`src/rtl/screen_spi_if.sv`:
```
// Byte request handshake between the screen register logic and the SPI controller.
interface screen_spi_if;
  logic [7:0] tx_data;
  logic       tx_dc;
  logic       tx_valid;
  logic       tx_ready;
  logic       tx_done;
  logic       busy;

  modport master (
    output tx_data, tx_dc, tx_valid,
    input  tx_ready, tx_done, busy
  );

  modport slave (
    input  tx_data, tx_dc, tx_valid,
    output tx_ready, tx_done, busy
  );
endinterface

```
`src/rtl/screen_spi_ctrl.sv`:
```
// Mode-0 SPI byte sequencer for the static-screen display with gated per-byte SCK.
// Define SCREEN_SPI_BURST_EN to allow back-to-back bytes without a cs_n gap.
module screen_spi_ctrl #(
  parameter int unsigned DIV   = 4,
  parameter int unsigned CNT_W = 8
) (
  input  logic         clk_fpga,
  input  logic         rst,
  screen_spi_if.slave  tx,
  output logic         sck,
  output logic         mosi,
  output logic         cs_n,
  output logic         dc
);

  localparam logic [CNT_W-1:0] LAST = CNT_W'(DIV - 1);
`ifdef SCREEN_SPI_BURST_EN
  localparam bit BURST = 1'b1;
`else
  localparam bit BURST = 1'b0;
`endif

  typedef enum logic [2:0] {IDLE, SETUP, SHIFT, HOLD, GAP} state_t;

  state_t           state;
  logic [CNT_W-1:0] cnt;
  logic [3:0]       half;
  logic [6:0]       shreg;
  logic             tx_ready_q;
  logic             tx_done_q;
  logic             busy_q;

  logic [CNT_W-1:0] cnt_next;
  logic             cnt_last;
  logic             hold_next_last;
  logic             accept;

  assign cnt_next       = cnt + CNT_W'(1);
  assign cnt_last       = (cnt == LAST);
  assign hold_next_last = (cnt_next == LAST);
  assign accept         = tx.tx_valid && tx_ready_q;

  assign tx.tx_ready = tx_ready_q;
  assign tx.tx_done  = tx_done_q;
  assign tx.busy     = busy_q;

  // Sequencer; tx_ready is only high in IDLE or (burst) the last HOLD cycle,
  // so an accept always restarts a byte with cs_n low.
  always_ff @(posedge clk_fpga) begin
    if (rst) begin
      state      <= IDLE;
      cnt        <= '0;
      half       <= '0;
      shreg      <= '0;
      sck        <= 1'b0;
      mosi       <= 1'b0;
      cs_n       <= 1'b1;
      dc         <= 1'b0;
      tx_ready_q <= 1'b1;
      tx_done_q  <= 1'b0;
      busy_q     <= 1'b0;
    end else begin
      tx_done_q <= 1'b0;
      if (accept) begin
        state      <= SETUP;
        cnt        <= '0;
        shreg      <= tx.tx_data[6:0];
        mosi       <= tx.tx_data[7];
        dc         <= tx.tx_dc;
        sck        <= 1'b0;
        cs_n       <= 1'b0;
        tx_ready_q <= 1'b0;
        busy_q     <= 1'b1;
      end else begin
        case (state)
          SETUP: begin
            if (cnt_last) begin
              state <= SHIFT;
              cnt   <= '0;
              half  <= '0;
              sck   <= 1'b1;
            end else begin
              cnt <= cnt_next;
            end
          end
          SHIFT: begin
            if (cnt_last) begin
              cnt <= '0;
              if (half == 4'd15) begin
                state      <= HOLD;
                tx_done_q  <= (LAST == '0);
                tx_ready_q <= BURST && (LAST == '0);
              end else begin
                half <= half + 4'd1;
                sck  <= half[0];
                // Entering low half-period i: present bit 6-i; bit0 then holds.
                if (!half[0] && half != 4'd14) begin
                  mosi  <= shreg[6];
                  shreg <= {shreg[5:0], 1'b0};
                end
              end
            end else begin
              cnt <= cnt_next;
            end
          end
          HOLD: begin
            if (cnt_last) begin
              state      <= GAP;
              cnt        <= '0;
              cs_n       <= 1'b1;
              tx_ready_q <= 1'b0;
            end else begin
              cnt        <= cnt_next;
              tx_done_q  <= hold_next_last;
              tx_ready_q <= BURST && hold_next_last;
            end
          end
          GAP: begin
            if (cnt_last) begin
              state      <= IDLE;
              cnt        <= '0;
              tx_ready_q <= 1'b1;
              busy_q     <= 1'b0;
            end else begin
              cnt <= cnt_next;
            end
          end
          default: begin
            state <= IDLE;
          end
        endcase
      end
    end
  end

endmodule

```
`src/flat_wrapper.sv`:
```
// flat-port wrapper written by rule: the top's interface ports become plain ports
module screen_spi_ctrl_flat 
#(
  parameter int unsigned DIV   = 4,
  parameter int unsigned CNT_W = 8
)
  (clk_fpga, rst, sck, mosi, cs_n, dc, tx_tx_data, tx_tx_dc, tx_tx_valid, tx_tx_ready, tx_tx_done, tx_busy);
  screen_spi_if tx_i ();
  input  logic clk_fpga;
  input  logic rst;
  output logic sck;
  output logic mosi;
  output logic cs_n;
  output logic dc;
  input wire logic [$bits(tx_i.tx_data)-1:0] tx_tx_data;
  input wire logic [$bits(tx_i.tx_dc)-1:0] tx_tx_dc;
  input wire logic [$bits(tx_i.tx_valid)-1:0] tx_tx_valid;
  output wire logic [$bits(tx_i.tx_ready)-1:0] tx_tx_ready;
  output wire logic [$bits(tx_i.tx_done)-1:0] tx_tx_done;
  output wire logic [$bits(tx_i.busy)-1:0] tx_busy;
  assign tx_i.tx_data = tx_tx_data;
  assign tx_i.tx_dc = tx_tx_dc;
  assign tx_i.tx_valid = tx_tx_valid;
  assign tx_tx_ready = tx_i.tx_ready;
  assign tx_tx_done = tx_i.tx_done;
  assign tx_busy = tx_i.busy;
  screen_spi_ctrl #(.DIV(DIV), .CNT_W(CNT_W)) u_core (.clk_fpga(clk_fpga), .rst(rst), .tx(tx_i), .sck(sck), .mosi(mosi), .cs_n(cs_n), .dc(dc));
endmodule
```
`config.mk`:
```
export PLATFORM = sky130hd
export DESIGN_NAME = screen_spi_ctrl_flat
export DESIGN_NICKNAME = d
export VERILOG_FILES = /design/src/rtl/screen_spi_if.sv /design/src/rtl/screen_spi_ctrl.sv /design/src/flat_wrapper.sv
export SDC_FILE = /design/constraint.sdc
export NUM_CORES = 1
export LEC_CHECK = 0
export CORE_ASPECT_RATIO = 1.75
export CORE_MARGIN = 2
export CORE_UTILIZATION = 50
export DETAILED_ROUTE_END_ITERATION = 10
export PLACE_DENSITY = 0.73
export SLEW_MARGIN = 30
export SYNTH_ARGS = -nofsm -noshare
export SYNTH_HDL_FRONTEND = slang
export SYNTH_SLANG_ARGS = --single-unit
export TNS_END_PERCENT = 1
```
`constraint.sdc`:
```
create_clock -name clk_fpga -period 2 [get_ports clk_fpga]
set_input_delay 0.4 -clock clk_fpga [delete_from_list [all_inputs] [get_ports clk_fpga]]
set_output_delay 0.4 -clock clk_fpga [all_outputs]
set_load 0.02 [all_outputs]
```
==> implementation parameters <==
Parameter                              Value

Floorplanning
  Count of pins on the block boundary    19
  Die outline width    46.1 um
  Rows    26
  Initial cell density of the core    53.1%
  Core area    2930 um2
  Die height    77.8 um
  Die ar.    3590 um2

Timing
  RSZ-0062 raised after global routing    false
  Measured slew at the worst slew-check pin    0.520 ns
  Slew Limit Fails    0
  Worst slew margin    65.3%
  Clock tree skew after final layout    0.00587 ns
  Maximum frequency from static timing analysis    520 MHz
  Worst Slack Setup Final    0.0761 ns
  Count of endpoints failing hold in the final timing report    0
  Final critical-path share of the clock period    96.2%
  Min cycle time layout    1.92 ns
  Final setup violation count    0
  WHS    0.467 ns

Clock network
  TritonCTS clock tree    done
  Count of hold-fix buffers inserted at cts    0
  Number of buffers added by the clock tree synthesis step    5
  Root Buffer Master    clkbuf_8
  Maximum buffer depth of the clock tree    2
  Clock network latency to the later pin of the worst-skew pair    0.29 ns
  Clock-pin slew of the registers on the worst-case setup and hold paths    0.07 ns
  Number of levels the H-tree was split into    2
  Number of clock sinks    29

Global routing
  Pin count of the biggest net entering global routing    17
  Antenna violations before repair    0
  GRT Residual Overflow    0
  Number of global-route vias before repair    1494
  Total track usage    24.5%
  First-pass GRT wire length    6490 um

Synthesis
  Synthesized area    1550 um2
  Post-synthesis instance total    182
  Unique cell type count in the Yosys netlist    46
  Yosys warns    0
  Synth Register Bits    29
  FFs w/ async S/R, synth    0%
  Avg Inst Size Synth    8.54 um2
  Net count after synthesis    198
  Sequential fraction of the synthesis area    37.4%
  Number of synthesized flops with an enable pin    0
  Flip-flop cell with the highest count after synthesis    dfxtp_1

Placement
  Post-detailed-placement cell area    1800 um2
  Worst Setup Slack post-DPL    -0.00358 ns
  Gp weighted congestion    0.806
  Half-perimeter wire length after placement    2820 um
  Port bufs    18

Critical path
  Worst reg2reg startpoint    u_core.cnt[1]
  Critical Path Source Type    flop
  Cells traversed along the worst timing path    ha_2 > nor4b_4 > nand3_2 > or4b_1 > a21oi_1
  Type of destination of the critical path    flop
  Worst Reg-to-Reg Cells    5
  Worst reg2reg path endpoint    u_core.half[3]
  Max incr delay on CP    0.51 ns
  Setup slack, reg-to-reg    0.08 ns
  Kind of critical path    reg2reg
  Critical Path RT    2.22 ns
  Crit path max fanout    7
  Slowest library cell on the worst path    or4b_1
  Data arrival at the endpoint of the critical path    2.14 ns

Min path
  Classification of the worst-slack hold path    reg2reg
  Startpoint of the tightest hold check path    u_core.dc
  Terminating pin of the worst hold path    u_core.dc
  Cell depth of the worst min-delay path    2

Cells and area
  Count of fill cells added during filler insertion    263
  Final standard cell utilization of the core    64.5%
  Final antenna diode count    0
  Fraction of layout cells with a size suffix above 1    14.9%
  Area growth from synthesis to layout    21.6%
  Finished Cell Area    1890 um2
  Number of nets in the finished design    223

Job
  Maximum Capacitance Violations    0

Power and ir drop
  Internal power of the cells    0.913 mW
  Share of power burned in combinational logic    12.0%
  Clock group share of total power    38.3%
  Leakage power summed over all cells    0.691 nW
  Power per standard cell area    657 nW/um2
  Switching power of the nets    0.329 mW
  Sw frac    26.5%
  Sequential share of power    49.7%
  Overall power    1.24 mW
  Maximum VDD drop    0.451 mV

Drt
  Wire length reported by the detailed router    3990 um
  Routed vias    1497
  DRC violations left    0
  Routed length per instance    16.9 um
  Detailed Routing Iterations Pass 1    4
  DR vias/cell    6.34
  Remaining antenna violation count after routing    0
  Drt initial violations    53

Run status
  Status    finished, final reports clean
-- cell usage after synthesis, drive strengths merged (2+ instances only) --
library cell  number  area, um2
dfxtp             29        581
nor2              22       82.6
a21oi             13       65.1
nand3             11       60.1
nand2             10       37.5
nor3               9       50.1
a2111oi            7       98.9
clkbuf             7       26.3
o21ai              7       35.0
or3                6       37.5
inv                5       18.8
buf                4       22.5
ha                 4       50.1
nand4              4       25.0
xor2               4       35.0
a211o              3       26.3
or4                3       22.5
a211oi             2       15.0
a31oi              2       12.5
and2               2       12.5
and3               2       12.5
nand3b             2       15.0
nor2b              2       12.5
nor4b              2       32.5
o211ai             2       15.0
o31ai              2       15.0
or3b               2       17.5
xnor2              2       17.5
-- critical path, delay by kind of cell (launching register included) --
kind	cells	cell delay [ns]
flops	1	0.37
simple gates	3	1.05
fa+ha+maj	1	0.24
compound gates	1	0.18
-- metal layers --
metal	up-vias	track usage [%]	part of all wire (%)
met3	9	5.58	3.7
met2	44	41.9	54
met4	0	13.7	3.1
met1	719	25.6	39
met5	-	0	0
li1	725	-	-
-- flip-flops by register name, summed over array words and instances, names as in the netlist --
register	count
u_core.shreg	7
u_core.state	3
u_core.cs_n	1
u_core.tx.busy	1
u_core.half	4
u_core.mosi	1
u_core.tx.tx_ready	1
u_core.tx.tx_done	1
u_core.cnt	8
u_core.sck	1
u_core.dc	1
-- cell type report --
cell class	count	area (um2)	share of cell area [%]
flip-flops and latches	29	582	30.8
repair buffers	29	263	13.9
clock inverters	2	10.0	0.530
multi-input cells	137	908	48.1
inverters	5	18.8	0.993
clock buffers	6	72.6	3.84
well taps	28	35.0	1.85
-- what timing repair did --
item,CTS,global route
resized for setup,0,2
buffers inserted,1,0
hold endpoints to repair,0,0
pin swaps,0,0
cloned,0,0
endpoints found under the setup margin,1,1
-- cells in the final DEF, fill, tap and decap left out, types with 2 or more instances in the layout --
cell type / count
xnor2_1: 2
and3_1: 2
o31ai_1: 2
or3_1: 6
a2111oi_2: 6
o21ai_0: 7
clkdlybuf4s50_1: 18
nand4_1: 4
a211o_1: 3
a21oi_1: 13
clkinv_2: 2
a211oi_1: 2
xor2_1: 4
inv_1: 5
or4_1: 3
nand3b_1: 2
nor2b_1: 2
clkbuf_8: 5
a31oi_1: 2
nor3_1: 8
buf_4: 11
nand2_1: 10
and2_1: 2
o211ai_1: 2
dfxtp_1: 28
nand3_1: 10
nor2_1: 22
ha_1: 3
-- per-stage QoR --
step           TNS [ns]  instances
3_5_place_dp   -0.00358        227
5_1_grt               0        236
6_report              0        236
4_1_cts               0        236
2_1_floorplan         0        182
3_3_place_gp          0        227
-- power by group through the flow --
| stage | registers (mW) | logic [mW] | clock network [mW] |
|---|---|---|---|
| after global placement | 0.628 | 0.143 | 0 |
| after floorplan | 0.632 | 0.0821 | 0 |
| after global routing | 0.620 | 0.164 | 0.508 |
| after CTS | 0.618 | 0.150 | 0.485 |
| after detailed placement | 0.630 | 0.148 | 0 |
| final | 0.618 | 0.149 | 0.475 |
-- worst max path at each step --
stage | slack, ns | cells after the start | to | start
global placement | 0.10 | 4 | u_core.shreg[3] | tx_tx_valid
detailed placement | -0.004 | 5 | u_core.half[3] | u_core.cnt[1]
finish | 0.08 | 5 | u_core.half[3] | u_core.cnt[1]
global route | 0.003 | 5 | u_core.half[3] | u_core.cnt[1]
CTS | 0.06 | 5 | u_core.half[3] | u_core.cnt[1]
floorplan | 0.19 | 6 | u_core.mosi | u_core.cnt[1]
-- logic make-up (layout without fill, tap and decap cells) --
| family | after synthesis | count (layout) | synth area share [%] |
|---|---|---|---|
| AND/OR/NAND/NOR | 81 | 81 | 29.1 |
| buffers and inverters | 16 | 42 | 4.35 |
| multiplexers | 2 | 2 | 1.37 |
| XOR/XNOR | 6 | 6 | 3.38 |
| AO/OA/AOI/OAI | 44 | 44 | 21.3 |
| adder cells (fa/ha/maj) | 4 | 4 | 3.22 |
| flip-flops | 29 | 29 | 37.4 |
No activity file was read; power rests on OpenSTA's default activity.
